File: src/rtl/rom_arb_pkg.sv
// Shared types and helpers for the ROM burst arbiter: FSM states and ID width derivation.
package rom_arb_pkg;

  typedef enum logic {
    IDLE  = 1'b0,
    BURST = 1'b1
  } state_t;

  // Ceiling log2, usable in constant expressions.
  function automatic int clog2(input int value);
    int result;
    result = 0;
    while ((1 << result) < value) begin
      result++;
    end
    return result;
  endfunction

  // Requester ID width: at least one bit even for a single requester.
  function automatic int idWidth(input int numReq);
    return (clog2(numReq) < 1) ? 1 : clog2(numReq);
  endfunction

endpackage

File: src/rtl/rom_burst_arbiter_if.sv
// Bundle of request, ROM and output-stream signals between the arbiter and its surroundings.
interface rom_burst_arbiter_if
  import rom_arb_pkg::*;
#(
  parameter int NUM_REQ    = 2,
  parameter int ADDR_WIDTH = 10,
  parameter int DATA_WIDTH = 8,
  parameter int LEN_WIDTH  = 8
);
  localparam int ID_WIDTH = idWidth(NUM_REQ);

  logic [NUM_REQ-1:0]            req_valid;
  logic [NUM_REQ-1:0]            req_ready;
  logic [NUM_REQ*ADDR_WIDTH-1:0] req_addr;
  logic [NUM_REQ*LEN_WIDTH-1:0]  req_len;
  logic                          rom_rd_en;
  logic [ADDR_WIDTH-1:0]         rom_addr;
  logic [DATA_WIDTH-1:0]         rom_data;
  logic                          out_valid;
  logic                          out_ready;
  logic [DATA_WIDTH-1:0]         out_data;
  logic                          out_last;
  logic [ID_WIDTH-1:0]           out_id;

  // Requesters, ROM and consumer side
  modport master (
    output req_valid, req_addr, req_len, rom_data, out_ready,
    input  req_ready, rom_rd_en, rom_addr, out_valid, out_data, out_last, out_id
  );

  // Arbiter side
  modport slave (
    input  req_valid, req_addr, req_len, rom_data, out_ready,
    output req_ready, rom_rd_en, rom_addr, out_valid, out_data, out_last, out_id
  );

endinterface

File: src/rtl/rom_arb_fifo.sv
// Two-entry return FIFO holding {last, id, data} for words coming back from the ROM.
module rom_arb_fifo #(
  parameter int WIDTH = 10
) (
  input  logic             clk,
  input  logic             rst_n,
  input  logic             i_push,
  input  logic [WIDTH-1:0] i_pushData,
  input  logic             i_pop,
  output logic [WIDTH-1:0] o_head,
  output logic [1:0]       o_count
);

  logic [WIDTH-1:0] r_mem [2];
  logic             r_wrPtr;
  logic             r_rdPtr;
  logic [1:0]       r_count;

  // Storage, pointers and occupancy; push and pop in the same cycle leave the count unchanged.
  always_ff @(posedge clk) begin
    if (!rst_n) begin
      r_mem[0] <= '0;
      r_mem[1] <= '0;
      r_wrPtr  <= 1'b0;
      r_rdPtr  <= 1'b0;
      r_count  <= 2'd0;
    end else begin
      if (i_push) begin
        r_mem[r_wrPtr] <= i_pushData;
        r_wrPtr        <= ~r_wrPtr;
      end
      if (i_pop) begin
        r_rdPtr <= ~r_rdPtr;
      end
      r_count <= r_count + {1'b0, i_push} - {1'b0, i_pop};
    end
  end

  assign o_head  = r_mem[r_rdPtr];
  assign o_count = r_count;

endmodule

File: src/rtl/rom_burst_arbiter.sv
// Round-robin arbiter that turns burst requests into a ROM read sequence and a tagged output stream.
module rom_burst_arbiter
  import rom_arb_pkg::*;
#(
  parameter int NUM_REQ    = 2,
  parameter int ADDR_WIDTH = 10,
  parameter int DATA_WIDTH = 8,
  parameter int LEN_WIDTH  = 8
) (
  input logic                clk,
  input logic                rst_n,
  rom_burst_arbiter_if.slave bus
);

  localparam int ID_WIDTH   = idWidth(NUM_REQ);
  localparam int FIFO_WIDTH = 1 + ID_WIDTH + DATA_WIDTH;

  state_t                r_state;
  state_t                w_nextState;
  logic [ID_WIDTH-1:0]   r_rrPtr;
  logic [ID_WIDTH-1:0]   r_id;
  logic [ID_WIDTH-1:0]   r_inflightId;
  logic [ADDR_WIDTH-1:0] r_addr;
  logic [LEN_WIDTH-1:0]  r_remaining;
  logic                  r_inflight;
  logic                  r_inflightLast;

  logic [ADDR_WIDTH-1:0] w_reqAddr [NUM_REQ];
  logic [LEN_WIDTH-1:0]  w_reqLen  [NUM_REQ];
  logic [ID_WIDTH-1:0]   w_grantIdx;
  logic [ID_WIDTH-1:0]   w_candidate;
  logic                  w_grantAny;
  logic                  w_grant;
  logic                  w_issue;
  logic                  w_lastIssue;
  logic                  w_pop;
  logic [1:0]            w_fifoCount;
  logic [2:0]            w_occupancy;
  logic [FIFO_WIDTH-1:0] w_fifoHead;

  // Unpack the flat request buses into per-requester fields.
  always_comb begin
    for (int i = 0; i < NUM_REQ; i++) begin
      w_reqAddr[i] = bus.req_addr[i*ADDR_WIDTH +: ADDR_WIDTH];
      w_reqLen[i]  = bus.req_len[i*LEN_WIDTH +: LEN_WIDTH];
    end
  end

  // Pick the first valid requester at or after the round-robin pointer; scanning downwards lets the closest one win.
  always_comb begin
    w_grantAny  = 1'b0;
    w_grantIdx  = '0;
    w_candidate = '0;
    for (int k = NUM_REQ - 1; k >= 0; k--) begin
      w_candidate = ID_WIDTH'((int'(r_rrPtr) + k) % NUM_REQ);
      if (bus.req_valid[w_candidate]) begin
        w_grantAny = 1'b1;
        w_grantIdx = w_candidate;
      end
    end
  end

  // Credit: at most two words may be in flight or buffered, counting a word leaving this cycle as gone.
  assign w_pop       = bus.out_valid & bus.out_ready;
  assign w_occupancy = {2'b00, r_inflight} + {1'b0, w_fifoCount} - {2'b00, w_pop};
  assign w_grant     = (r_state == IDLE) && w_grantAny;
  assign w_issue     = (r_state == BURST) && (w_occupancy < 3'd2);
  assign w_lastIssue = w_issue && (r_remaining == '0);

  // FSM state register.
  always_ff @(posedge clk) begin
    if (!rst_n) begin
      r_state <= IDLE;
    end else begin
      r_state <= w_nextState;
    end
  end

  // FSM next state: a grant starts a burst, the final issue ends it.
  always_comb begin
    w_nextState = r_state;
    case (r_state)
      IDLE:    if (w_grant)     w_nextState = BURST;
      BURST:   if (w_lastIssue) w_nextState = IDLE;
      default: w_nextState = IDLE;
    endcase
  end

  // FSM outputs: one-cycle accept pulse and ROM read strobe, both held off while reset is asserted.
  always_comb begin
    bus.req_ready = '0;
    bus.rom_rd_en = 1'b0;
    bus.rom_addr  = r_addr;
    if (rst_n) begin
      if (w_grant) begin
        bus.req_ready[w_grantIdx] = 1'b1;
      end
      bus.rom_rd_en = w_issue;
    end
  end

  // Burst cursor, round-robin pointer and the one-deep record of the read awaiting its ROM data.
  always_ff @(posedge clk) begin
    if (!rst_n) begin
      r_rrPtr        <= '0;
      r_id           <= '0;
      r_addr         <= '0;
      r_remaining    <= '0;
      r_inflight     <= 1'b0;
      r_inflightLast <= 1'b0;
      r_inflightId   <= '0;
    end else begin
      r_inflight     <= w_issue;
      r_inflightLast <= w_lastIssue;
      r_inflightId   <= r_id;
      if (w_grant) begin
        r_addr      <= w_reqAddr[w_grantIdx];
        r_remaining <= w_reqLen[w_grantIdx];
        r_id        <= w_grantIdx;
        r_rrPtr     <= (w_grantIdx == ID_WIDTH'(NUM_REQ - 1)) ? '0 : w_grantIdx + ID_WIDTH'(1);
      end else if (w_issue) begin
        r_addr      <= r_addr + ADDR_WIDTH'(1);
        r_remaining <= r_remaining - LEN_WIDTH'(1);
      end
    end
  end

  rom_arb_fifo #(
    .WIDTH(FIFO_WIDTH)
  ) u_fifo (
    .clk        (clk),
    .rst_n      (rst_n),
    .i_push     (r_inflight),
    .i_pushData ({r_inflightLast, r_inflightId, bus.rom_data}),
    .i_pop      (w_pop),
    .o_head     (w_fifoHead),
    .o_count    (w_fifoCount)
  );

  assign bus.out_valid = (w_fifoCount != 2'd0);
  assign bus.out_last  = w_fifoHead[FIFO_WIDTH-1];
  assign bus.out_id    = w_fifoHead[DATA_WIDTH +: ID_WIDTH];
  assign bus.out_data  = w_fifoHead[DATA_WIDTH-1:0];

endmodule

File: src/flat_wrapper.sv
// flat-port wrapper written by rule: the top's interface ports become plain ports
module rom_burst_arbiter_flat import rom_arb_pkg::*;
#(
  parameter int NUM_REQ    = 2,
  parameter int ADDR_WIDTH = 10,
  parameter int DATA_WIDTH = 8,
  parameter int LEN_WIDTH  = 8
)
  (clk, rst_n, bus_req_valid, bus_req_addr, bus_req_len, bus_rom_data, bus_out_ready, bus_req_ready, bus_rom_rd_en, bus_rom_addr, bus_out_valid, bus_out_data, bus_out_last, bus_out_id);
  rom_burst_arbiter_if #(.NUM_REQ(NUM_REQ), .ADDR_WIDTH(ADDR_WIDTH), .DATA_WIDTH(DATA_WIDTH), .LEN_WIDTH(LEN_WIDTH)) bus_i ();
  input logic clk;
  input logic rst_n;
  input wire logic [$bits(bus_i.req_valid)-1:0] bus_req_valid;
  input wire logic [$bits(bus_i.req_addr)-1:0] bus_req_addr;
  input wire logic [$bits(bus_i.req_len)-1:0] bus_req_len;
  input wire logic [$bits(bus_i.rom_data)-1:0] bus_rom_data;
  input wire logic [$bits(bus_i.out_ready)-1:0] bus_out_ready;
  output wire logic [$bits(bus_i.req_ready)-1:0] bus_req_ready;
  output wire logic [$bits(bus_i.rom_rd_en)-1:0] bus_rom_rd_en;
  output wire logic [$bits(bus_i.rom_addr)-1:0] bus_rom_addr;
  output wire logic [$bits(bus_i.out_valid)-1:0] bus_out_valid;
  output wire logic [$bits(bus_i.out_data)-1:0] bus_out_data;
  output wire logic [$bits(bus_i.out_last)-1:0] bus_out_last;
  output wire logic [$bits(bus_i.out_id)-1:0] bus_out_id;
  assign bus_i.req_valid = bus_req_valid;
  assign bus_i.req_addr = bus_req_addr;
  assign bus_i.req_len = bus_req_len;
  assign bus_i.rom_data = bus_rom_data;
  assign bus_i.out_ready = bus_out_ready;
  assign bus_req_ready = bus_i.req_ready;
  assign bus_rom_rd_en = bus_i.rom_rd_en;
  assign bus_rom_addr = bus_i.rom_addr;
  assign bus_out_valid = bus_i.out_valid;
  assign bus_out_data = bus_i.out_data;
  assign bus_out_last = bus_i.out_last;
  assign bus_out_id = bus_i.out_id;
  rom_burst_arbiter #(.NUM_REQ(NUM_REQ), .ADDR_WIDTH(ADDR_WIDTH), .DATA_WIDTH(DATA_WIDTH), .LEN_WIDTH(LEN_WIDTH)) u_core (.clk(clk), .rst_n(rst_n), .bus(bus_i));
endmodule
File: config.mk
export PLATFORM = sky130hd
export DESIGN_NAME = rom_burst_arbiter_flat
export DESIGN_NICKNAME = d
export VERILOG_FILES = /design/src/rtl/rom_arb_pkg.sv /design/src/rtl/rom_burst_arbiter_if.sv /design/src/rtl/rom_arb_fifo.sv /design/src/rtl/rom_burst_arbiter.sv /design/src/flat_wrapper.sv
export SDC_FILE = /design/constraint.sdc
export NUM_CORES = 1
export LEC_CHECK = 0
export CORE_ASPECT_RATIO = 0.9
export CORE_MARGIN = 5
export CORE_UTILIZATION = 25
export DETAILED_ROUTE_END_ITERATION = 6
export PLACE_DENSITY = 0.49
export SLEW_MARGIN = 25
export SYNTH_ARGS = -nofsm -noshare
export SYNTH_HDL_FRONTEND = slang
export SYNTH_SLANG_ARGS = --single-unit
File: constraint.sdc
create_clock -name clk -period 6.81 [get_ports clk]
set_input_delay 1.7025 -clock clk [delete_from_list [all_inputs] [get_ports clk]]
set_output_delay 1.7025 -clock clk [all_outputs]
set_load 0.02 [all_outputs]
==> implementation parameters, run 1 <==
Parameter                              Value

Power
  Static Leak    ~1.3 nW
  Worst VDD drop    between 0.0001 and 0.00015 V
  PD cells    about 300 nW/um2

Clocking
  Maximum level of the CTS H-tree    2
  Hold bufs inserted after CTS    0
  CTS Root Cell    sky130_fd_sc_hd__clkbuf_16
  Longest Clk Path Bufs    2
  Clock edge transition at the registers on the reported setup and hold paths    approximately 0.070 ns
  Number of sinks driven by the clock tree    49
  Post-CTS repair timing setup buffer count    0
  TritonCTS clock tree    done
  Later-pin clock latency in the skew report    0.29 ns
  Clock buffer count from CTS    5
  Post-cts repair resize count    0

Synth
  Number of synthesis warnings    0
  Share of the synthesized area in the top cell type    0.230
  Average instance area after synthesis    9.92 um2
  Synthesized Nets    317
  Cell variety after synth    60
  Post-synth top area cell    sky130_fd_sc_hd__edfxtp_1
  Number of flops mapped to enable cells by yosys    20
  Gate count of the mapped netlist    between 200 and 300
  Share of flip-flops with an asynchronous set or reset    0
  Main flop type after synthesis    sky130_fd_sc_hd__dfxtp_1
  Area of the mapped netlist    ~2600 um2
  Synth top area cells    sky130_fd_sc_hd__edfxtp_1 (23%), sky130_fd_sc_hd__dfxtp_1 (22%), sky130_fd_sc_hd__and2_1 (6.5%)
  Sequential area share after synthesis    0.453
  Number of synthesized register bits    49

Timing
  Slew HR    0.582
  Setup repair after global routing missed its margin    false
  Timing-limited maximum frequency    around 160 MHz
  Share of the cycle needed by the critical path after routing    0.913
  Worst-Margin Slew    0.626 ns
  Final-report setup violation count    0
  Hold Fails Final Rpt    0
  Layout Skew    around 0.006 ns
  Total count of max-transition violations in the final report    0
  Setup TNS    0 ns
  Minimum clock period after layout    6.22 ns
  Min Hold Slack    roughly 0.46 ns

Detailed routing
  Vias post-DR    roughly 2,300
  Post-detailed-route count of antenna-violating nets    0
  DRT iter0 DRCs    a little over 100
  WL final    around 7.8 mm
  DRT Pass-1 Iters    4
  Average routed wire per standard cell    roughly 17 um
  Detailed-route vias per instance    5.07
  Count of unresolved DRC violations after routing    0

Placement
  Final estimated routing congestion in global placement    about 0.8
  Dpl cells    approximately 450
  HPWL after detailed placement    ~5.7 mm
  Total of buffers placed on input and output ports    72

Setup path
  Critical Path Max Stage Delay    between 0.6 and 0.7 ns
  Arrival time at the worst endpoint    around 4.5 ns
  Critical path start-end classification    in2out
  Max stage delay cell, worst path    sky130_fd_sc_hd__clkdlybuf4s50_1
  Kind of end point of the critical path    output pin
  Sort of element at the start of the critical path    primary input
  Ordered cell list for the critical path    clkdlybuf4s50_1, and2_1, ha_1, inv_1, ha_1, fa_1, and2b_1, nand2_2, nor2_1, clkdlybuf4s50_1
  Data required time of the worst path    ~5.1 ns
  CP max FO    7

Die
  Num rows    35
  Horizontal die dimension    ~120 um
  Total Die Area    12,600 um2
  Top-Level Pins    73
  Starting utilization of the core area    0.255
  Chip Height    roughly 110 um
  Core area    between 10,000 and 15,000 um2

Global routing
  Total global routing overflow    0
  First-pass GRT wire length    ~12 mm
  Overall Global Routing Usage    0.122
  Maximum number of pins on one net before global-route repair    20
  Number of global-route vias before repair    approximately 2,400
  Number of antenna violations at the first check in global routing    0

Finish
  Layout Cells excl Fill    462
  Most frequent cells in the layout    sky130_fd_sc_hd__clkdlybuf4s50_1 (72), sky130_fd_sc_hd__dfxtp_1 (29), sky130_fd_sc_hd__and2_1 (27), sky130_fd_sc_hd__nor2_1 (20), sky130_fd_sc_hd__edfxtp_1 (20)
  Final layout net count    ~390
  Most common cell after layout, fill and taps aside    sky130_fd_sc_hd__clkdlybuf4s50_1
  Area growth, synth to finish    39.3%
  Antenna Diode Count    0
  Fraction of layout instances using a drive strength above 1    0.111

Min path
  Class of the worst hold path    reg2reg

Flow run
  Number of max-cap violations    0

Run status
  Run status    completed
-- layer usage --
layer / routed length, um / GRT usage / vias to the layer above
met3: 675 / 0.0380 / 5
met5: 0 / 0 / -
met2: 3370 / 0.184 / 94
met4: 62 / 0.0303 / 0
met1: 3680 / 0.171 / 1110
li1: - / - / 1135
-- final timing paths --
check | startpoint | to | slack [ns] | cells after the start
setup reg to reg | u_core.u_fifo.o_count[1] | u_core.bus.rom_addr[2] | 3.70 | 10
hold / removal | u_core.r_id | u_core.r_inflightId | 0.46 | 1
hold reg to reg | u_core.r_id | u_core.r_inflightId | 0.46 | 1
setup / recovery | bus_out_ready | bus_rom_rd_en | 0.59 | 10
-- Yosys cell counts, drive strengths merged, types with 8 or more instances --
master and n:
o21ai 10, a211oi 10, dfxtp 29, nor2 21
buf 8, nand2 10, inv 9, edfxtp 20
mux2 10, and2 27, nand3 10
-- stage by stage --
| step | total power, mW | worst slack [ns] | area (um2) | util |
|---|---|---|---|---|
| 3_5_place_dp | 0.824 | 0.607 | 3460 | 0.337 |
| 3_3_place_gp | 0.822 | 0.638 | 3460 | 0.337 |
| 6_report | 1.10 | 0.594 | 3630 | 0.355 |
| 5_1_grt | 1.17 | 0.462 | 3630 | 0.355 |
| 2_1_floorplan | 0.667 | 1.65 | 2610 | - |
| 4_1_cts | 1.11 | 0.583 | 3630 | 0.354 |
-- layout make-up --
type	count	area, um2
fillers	1085	6610
multi-input cells	191	1340
flip-flops and latches	49	1180
repair buffers	76	751
well taps	129	161
clock buffers	5	125
clock inverters	3	46.3
inverters	9	33.8
-- worst max-delay path: cells and delay by family --
family / cells / cell delay [ns]
adder cells (fa/ha/maj): 3 / 0.93
buffers and inverters: 3 / 1.10
AND/OR/NAND/NOR: 4 / 0.78
-- cell families (layout without fill, tap and decap cells) --
family	after synthesis	after routing	share of synthesized area
fa+ha+maj	5	5	0.0268
flops	49	49	0.453
xor+xnor	5	5	0.0197
simple gates	99	99	0.207
compound gates	72	72	0.214
mux	10	10	0.0431
buf+inv	23	93	0.0374
-- power by group --
part           switching (mW)  total [mW]  internal, mW
combinational           0.216       0.411         0.196
sequential             0.0487       0.405         0.357
clock                   0.113       0.287         0.174
-- registers in the layout, indices dropped and copies added (netlist names), 2 cells and up, named ones only --
signal	cells
u_core.r_remaining	8
u_core.u_fifo.o_count	2
u_core.u_fifo.r_mem	20
u_core.bus.rom_addr	10
No activity file was read; power rests on OpenSTA's default activity.
==> run 2, diff against run 1 <==
--- a/config.mk
+++ b/config.mk
@@ -5,11 +5,13 @@
 export SDC_FILE = /design/constraint.sdc
 export NUM_CORES = 1
 export LEC_CHECK = 0
+export ABC_AREA = 1
 export CORE_ASPECT_RATIO = 0.9
 export CORE_MARGIN = 5
 export CORE_UTILIZATION = 25
 export DETAILED_ROUTE_END_ITERATION = 6
 export PLACE_DENSITY = 0.49
+export SETUP_SLACK_MARGIN = 0.15
 export SLEW_MARGIN = 25
 export SYNTH_ARGS = -nofsm -noshare
 export SYNTH_HDL_FRONTEND = slang
==> implementation parameters, run 2 <==
Parameter                              Value

Run status
  Run status    completed

Clocking
  CTS Root Cell    sky130_fd_sc_hd__clkbuf_16
  Clock buffer count from CTS    5 (unchanged)
  Hold bufs inserted after CTS    0 (unchanged)
  Number of sinks driven by the clock tree    49 (unchanged)
  Post-CTS repair timing setup buffer count    0 (unchanged)
  Longest Clk Path Bufs    2 (unchanged)
  Later-pin clock latency in the skew report    0.29 ns (about the same)
  Maximum level of the CTS H-tree    2 (unchanged)
  TritonCTS clock tree    done
  Post-cts repair resize count    0 (unchanged)
  Clock edge transition at the registers on the reported setup and hold paths    0.07 ns (about the same)

Global routing
  Number of antenna violations at the first check in global routing    0 (unchanged)
  Maximum number of pins on one net before global-route repair    29 (+45%)
  Overall Global Routing Usage    0.113 (-0.00947)
  First-pass GRT wire length    11.8 mm (-5.8%)
  Total global routing overflow    0 (unchanged)
  Number of global-route vias before repair    2,505 (+6.2%)

Finish
  Most common cell after layout, fill and taps aside    sky130_fd_sc_hd__nand2_1
  Register containing the most flip-flops in the final layout    u_core.u_fifo.r_mem
  Number of flip-flops under the largest register name    20 (unchanged)
  Area growth, synth to finish    36.8%
  Layout Cells excl Fill    567 (+23%)
  Antenna Diode Count    0 (unchanged)
  Most frequent cells in the layout    sky130_fd_sc_hd__nand2_1 (88), sky130_fd_sc_hd__clkdlybuf4s50_1 (72), sky130_fd_sc_hd__nor2_1 (61), sky130_fd_sc_hd__inv_1 (46), sky130_fd_sc_hd__dfxtp_1 (29)
  Fraction of layout instances using a drive strength above 1    0.0731 (-0.0381)
  Final layout net count    491 (+27%)
  Util after Layout    0.354 (-0.00107)

Synth
  Share of the synthesized area in the top cell type    0.225 (-0.00539)
  Synth top area cells    sky130_fd_sc_hd__edfxtp_1 (22%), sky130_fd_sc_hd__dfxtp_1 (22%), sky130_fd_sc_hd__nand2_1 (12%)
  Post-synth top area cell    sky130_fd_sc_hd__edfxtp_1
  Sequential area share after synthesis    0.442 (-0.0106)
  Synthesized Nets    422 (+33%)
  Number of synthesis warnings    0 (unchanged)
  Number of flops mapped to enable cells by yosys    20 (unchanged)
  Share of flip-flops with an asynchronous set or reset    0 (unchanged)
  Number of synthesized register bits    49 (unchanged)
  Average instance area after synthesis    7.26 um2 (-27%)
  Gate count of the mapped netlist    368 (+40%)
  Library cell with the highest instance count after synthesis    sky130_fd_sc_hd__nand2_1
  Main flop type after synthesis    sky130_fd_sc_hd__dfxtp_1
  Cell variety after synth    28 (-53%)
  Synth top cells by count    sky130_fd_sc_hd__nand2_1 (88), sky130_fd_sc_hd__nor2_1 (61), sky130_fd_sc_hd__inv_1 (46)
  Area of the mapped netlist    2670 um2 (+2.4%)

Timing
  Hold Fails Final Rpt    0 (unchanged)
  Slew HR    0.653 (+0.0707)
  Setup TNS    0 ns (unchanged)
  Setup repair after global routing missed its margin    false
  Share of the cycle needed by the critical path after routing    0.893 (-0.0200)
  Minimum clock period after layout    6.08 ns (-0.136 ns)
  Worst setup slack after layout    0.730 ns (+0.136 ns)
  Final-report setup violation count    0 (unchanged)
  Total count of max-transition violations in the final report    0 (unchanged)
  Timing-limited maximum frequency    164 MHz (+2.2%)
  Layout Skew    0.00524 ns (-0.000881 ns)
  Worst-Margin Slew    0.519 ns (-0.107 ns)

Detailed routing
  Count of unresolved DRC violations after routing    0 (unchanged)
  WL final    7.11 mm (-8.8%)
  DRT iter0 DRCs    75 (-27%)
  Detailed-route vias per instance    4.41 (-13%)
  Average routed wire per standard cell    12.5 um (-26%)
  Post-detailed-route count of antenna-violating nets    0 (unchanged)
  Vias post-DR    2,501 (+6.7%)
  DRT Pass-1 Iters    4 (unchanged)

Die
  Top-Level Pins    73 (unchanged)
  Num rows    35 (unchanged)
  Starting utilization of the core area    0.259 (+0.00389)
  Core area    10,300 um2 (+0.85%)
  Chip Height    108 um (+1.1%)
  Total Die Area    12,900 um2 (+2.2%)
  Horizontal die dimension    119 um (+1.1%)

Min path
  Hold Path Sink    u_core.r_inflightId
  Startpoint of the most critical hold path    u_core.r_id
  Hold Path Stages    2 (+1)
  Class of the worst hold path    reg2reg

Setup path
  Arrival time at the worst endpoint    4.38 ns (-0.13 ns)
  Ordered cell list for the critical path    clkdlybuf4s50_1, nand2_1, inv_1, ha_1, inv_1, ha_1, fa_1, nor2_2, nand3_2, nor2_1, clkdlybuf4s50_1
  Crit path max-delay family    buffers and inverters
  Kind of end point of the critical path    output pin
  Worst R2R Setup Slack    4.04 ns (+0.34 ns)
  Reg-to-Reg End    u_core.r_remaining[7]
  Critical path start-end classification    in2out
  Sort of element at the start of the critical path    primary input
  Critical Path Max Stage Delay    0.64 ns (-0.02 ns)
  CP max FO    6 (-1)
  Count of cells along the worst register-to-register path    13 (+3)
  Data required time of the worst path    5.11 ns (about the same)
  Launch point of the worst reg-to-reg path    u_core.u_fifo.o_count[1]
  Number of buffers and inverters on the critical path    4 (+1)
  Max stage delay cell, worst path    sky130_fd_sc_hd__clkdlybuf4s50_1

Power
  Static Leak    1.61 nW (+21%)
  Worst VDD drop    0.000100 V (-29%)
  PD cells    284 nW/um2 (-6.4%)
  Total Power Consumption    1.04 mW (-5.9%)

Placement
  Dpl cells    559 (+23%)
  Total of buffers placed on input and output ports    72 (unchanged)
  HPWL after detailed placement    5.21 mm (-8.5%)
  Pre-CTS setup slack    0.718 ns (+0.111 ns)
  Final estimated routing congestion in global placement    0.807 (about the same)

Flow run
  Number of max-cap violations    0 (unchanged)
[run 2: cell types whose count changed after synthesis, moves of 5 or more]
cell                       previous run  this run
sky130_fd_sc_hd__nand3_1             10        28
sky130_fd_sc_hd__nor2_1              20        61
sky130_fd_sc_hd__nor3_1               7         1
sky130_fd_sc_hd__and3_1               7         0
sky130_fd_sc_hd__o21ai_1              0        21
sky130_fd_sc_hd__a31oi_1              5         0
sky130_fd_sc_hd__a221oi_1             6         0
sky130_fd_sc_hd__and2_1              27         0
sky130_fd_sc_hd__inv_1                9        46
sky130_fd_sc_hd__a211oi_1            10         0
sky130_fd_sc_hd__nand2_1              9        88
sky130_fd_sc_hd__a21oi_1              7        18
[run 2: kinds of logic (layout without fill, tap and decap cells)]
group | count (synthesis) | count (layout) | synth area share
buffers and inverters | 64 | 134 | 0.0988
DFF | 49 | 49 | 0.442
muxes | 10 | 10 | 0.0421
adders and majority gates | 5 | 5 | 0.0262
xor gates and xnor gates | 1 | 1 | 0.00328
AOI/OAI and AO/OA | 49 | 49 | 0.0922
and+or+nand+nor | 190 | 190 | 0.295
[run 2: stage by stage]
step | hold WS (ns) | cell area [um2]
after global routing | 0.463 | 3650
after CTS | 0.443 | 3650
after detailed placement | 0.426 | 3500
after floorplan | 0.404 | 2670
final | 0.436 | 3650
after global placement | 0.423 | 3500
[run 2: worst reg2reg max path, delay by kind of cell, from the launching register on]
kind	cells	cell delay [ns]
flip-flops	1	0.32
adder cells (fa/ha/maj)	3	0.93
AND/OR/NAND/NOR	6	1.11
buffers and inverters	3	0.22
AO/OA/AOI/OAI	1	0.07
[run 2: routing by layer]
metal	track usage	up-vias	share of wire
met4	0.0281	0	0.010
met1	0.131	1130	0.45
met5	0	-	0
met2	0.205	56	0.49
met3	0.0319	7	0.055
li1	-	1308	-
[run 2: how the worst max path moves through the flow]
| stage | start | to | slack, ns | cells after the start |
|---|---|---|---|---|
| after floorplan | bus_out_ready | bus_rom_rd_en | 1.77 | 9 |
| after global routing | bus_out_ready | bus_rom_rd_en | 0.52 | 11 |
| after detailed placement | bus_out_ready | bus_rom_rd_en | 0.72 | 11 |
| after global placement | bus_out_ready | bus_rom_rd_en | 0.77 | 11 |
| final | bus_out_ready | bus_rom_rd_en | 0.73 | 11 |
| after CTS | bus_out_ready | bus_rom_rd_en | 0.71 | 11 |
[run 2: report_power, final]
group / internal (mW) / switching (mW) / total (mW)
Combinational: 0.170 / 0.215 / 0.385
Clock: 0.138 / 0.119 / 0.257
Sequential: 0.354 / 0.0429 / 0.397
[run 2: cell type report]
cell class	instances	area, um2
Clock inverter	3	25.0
Tap cell	129	161
Inverter	51	191
Fill cell	1124	6680
Multi-Input combinational cell	255	1230
Timing Repair Buffer	75	743
Sequential cell	49	1180
Clock buffer	5	125
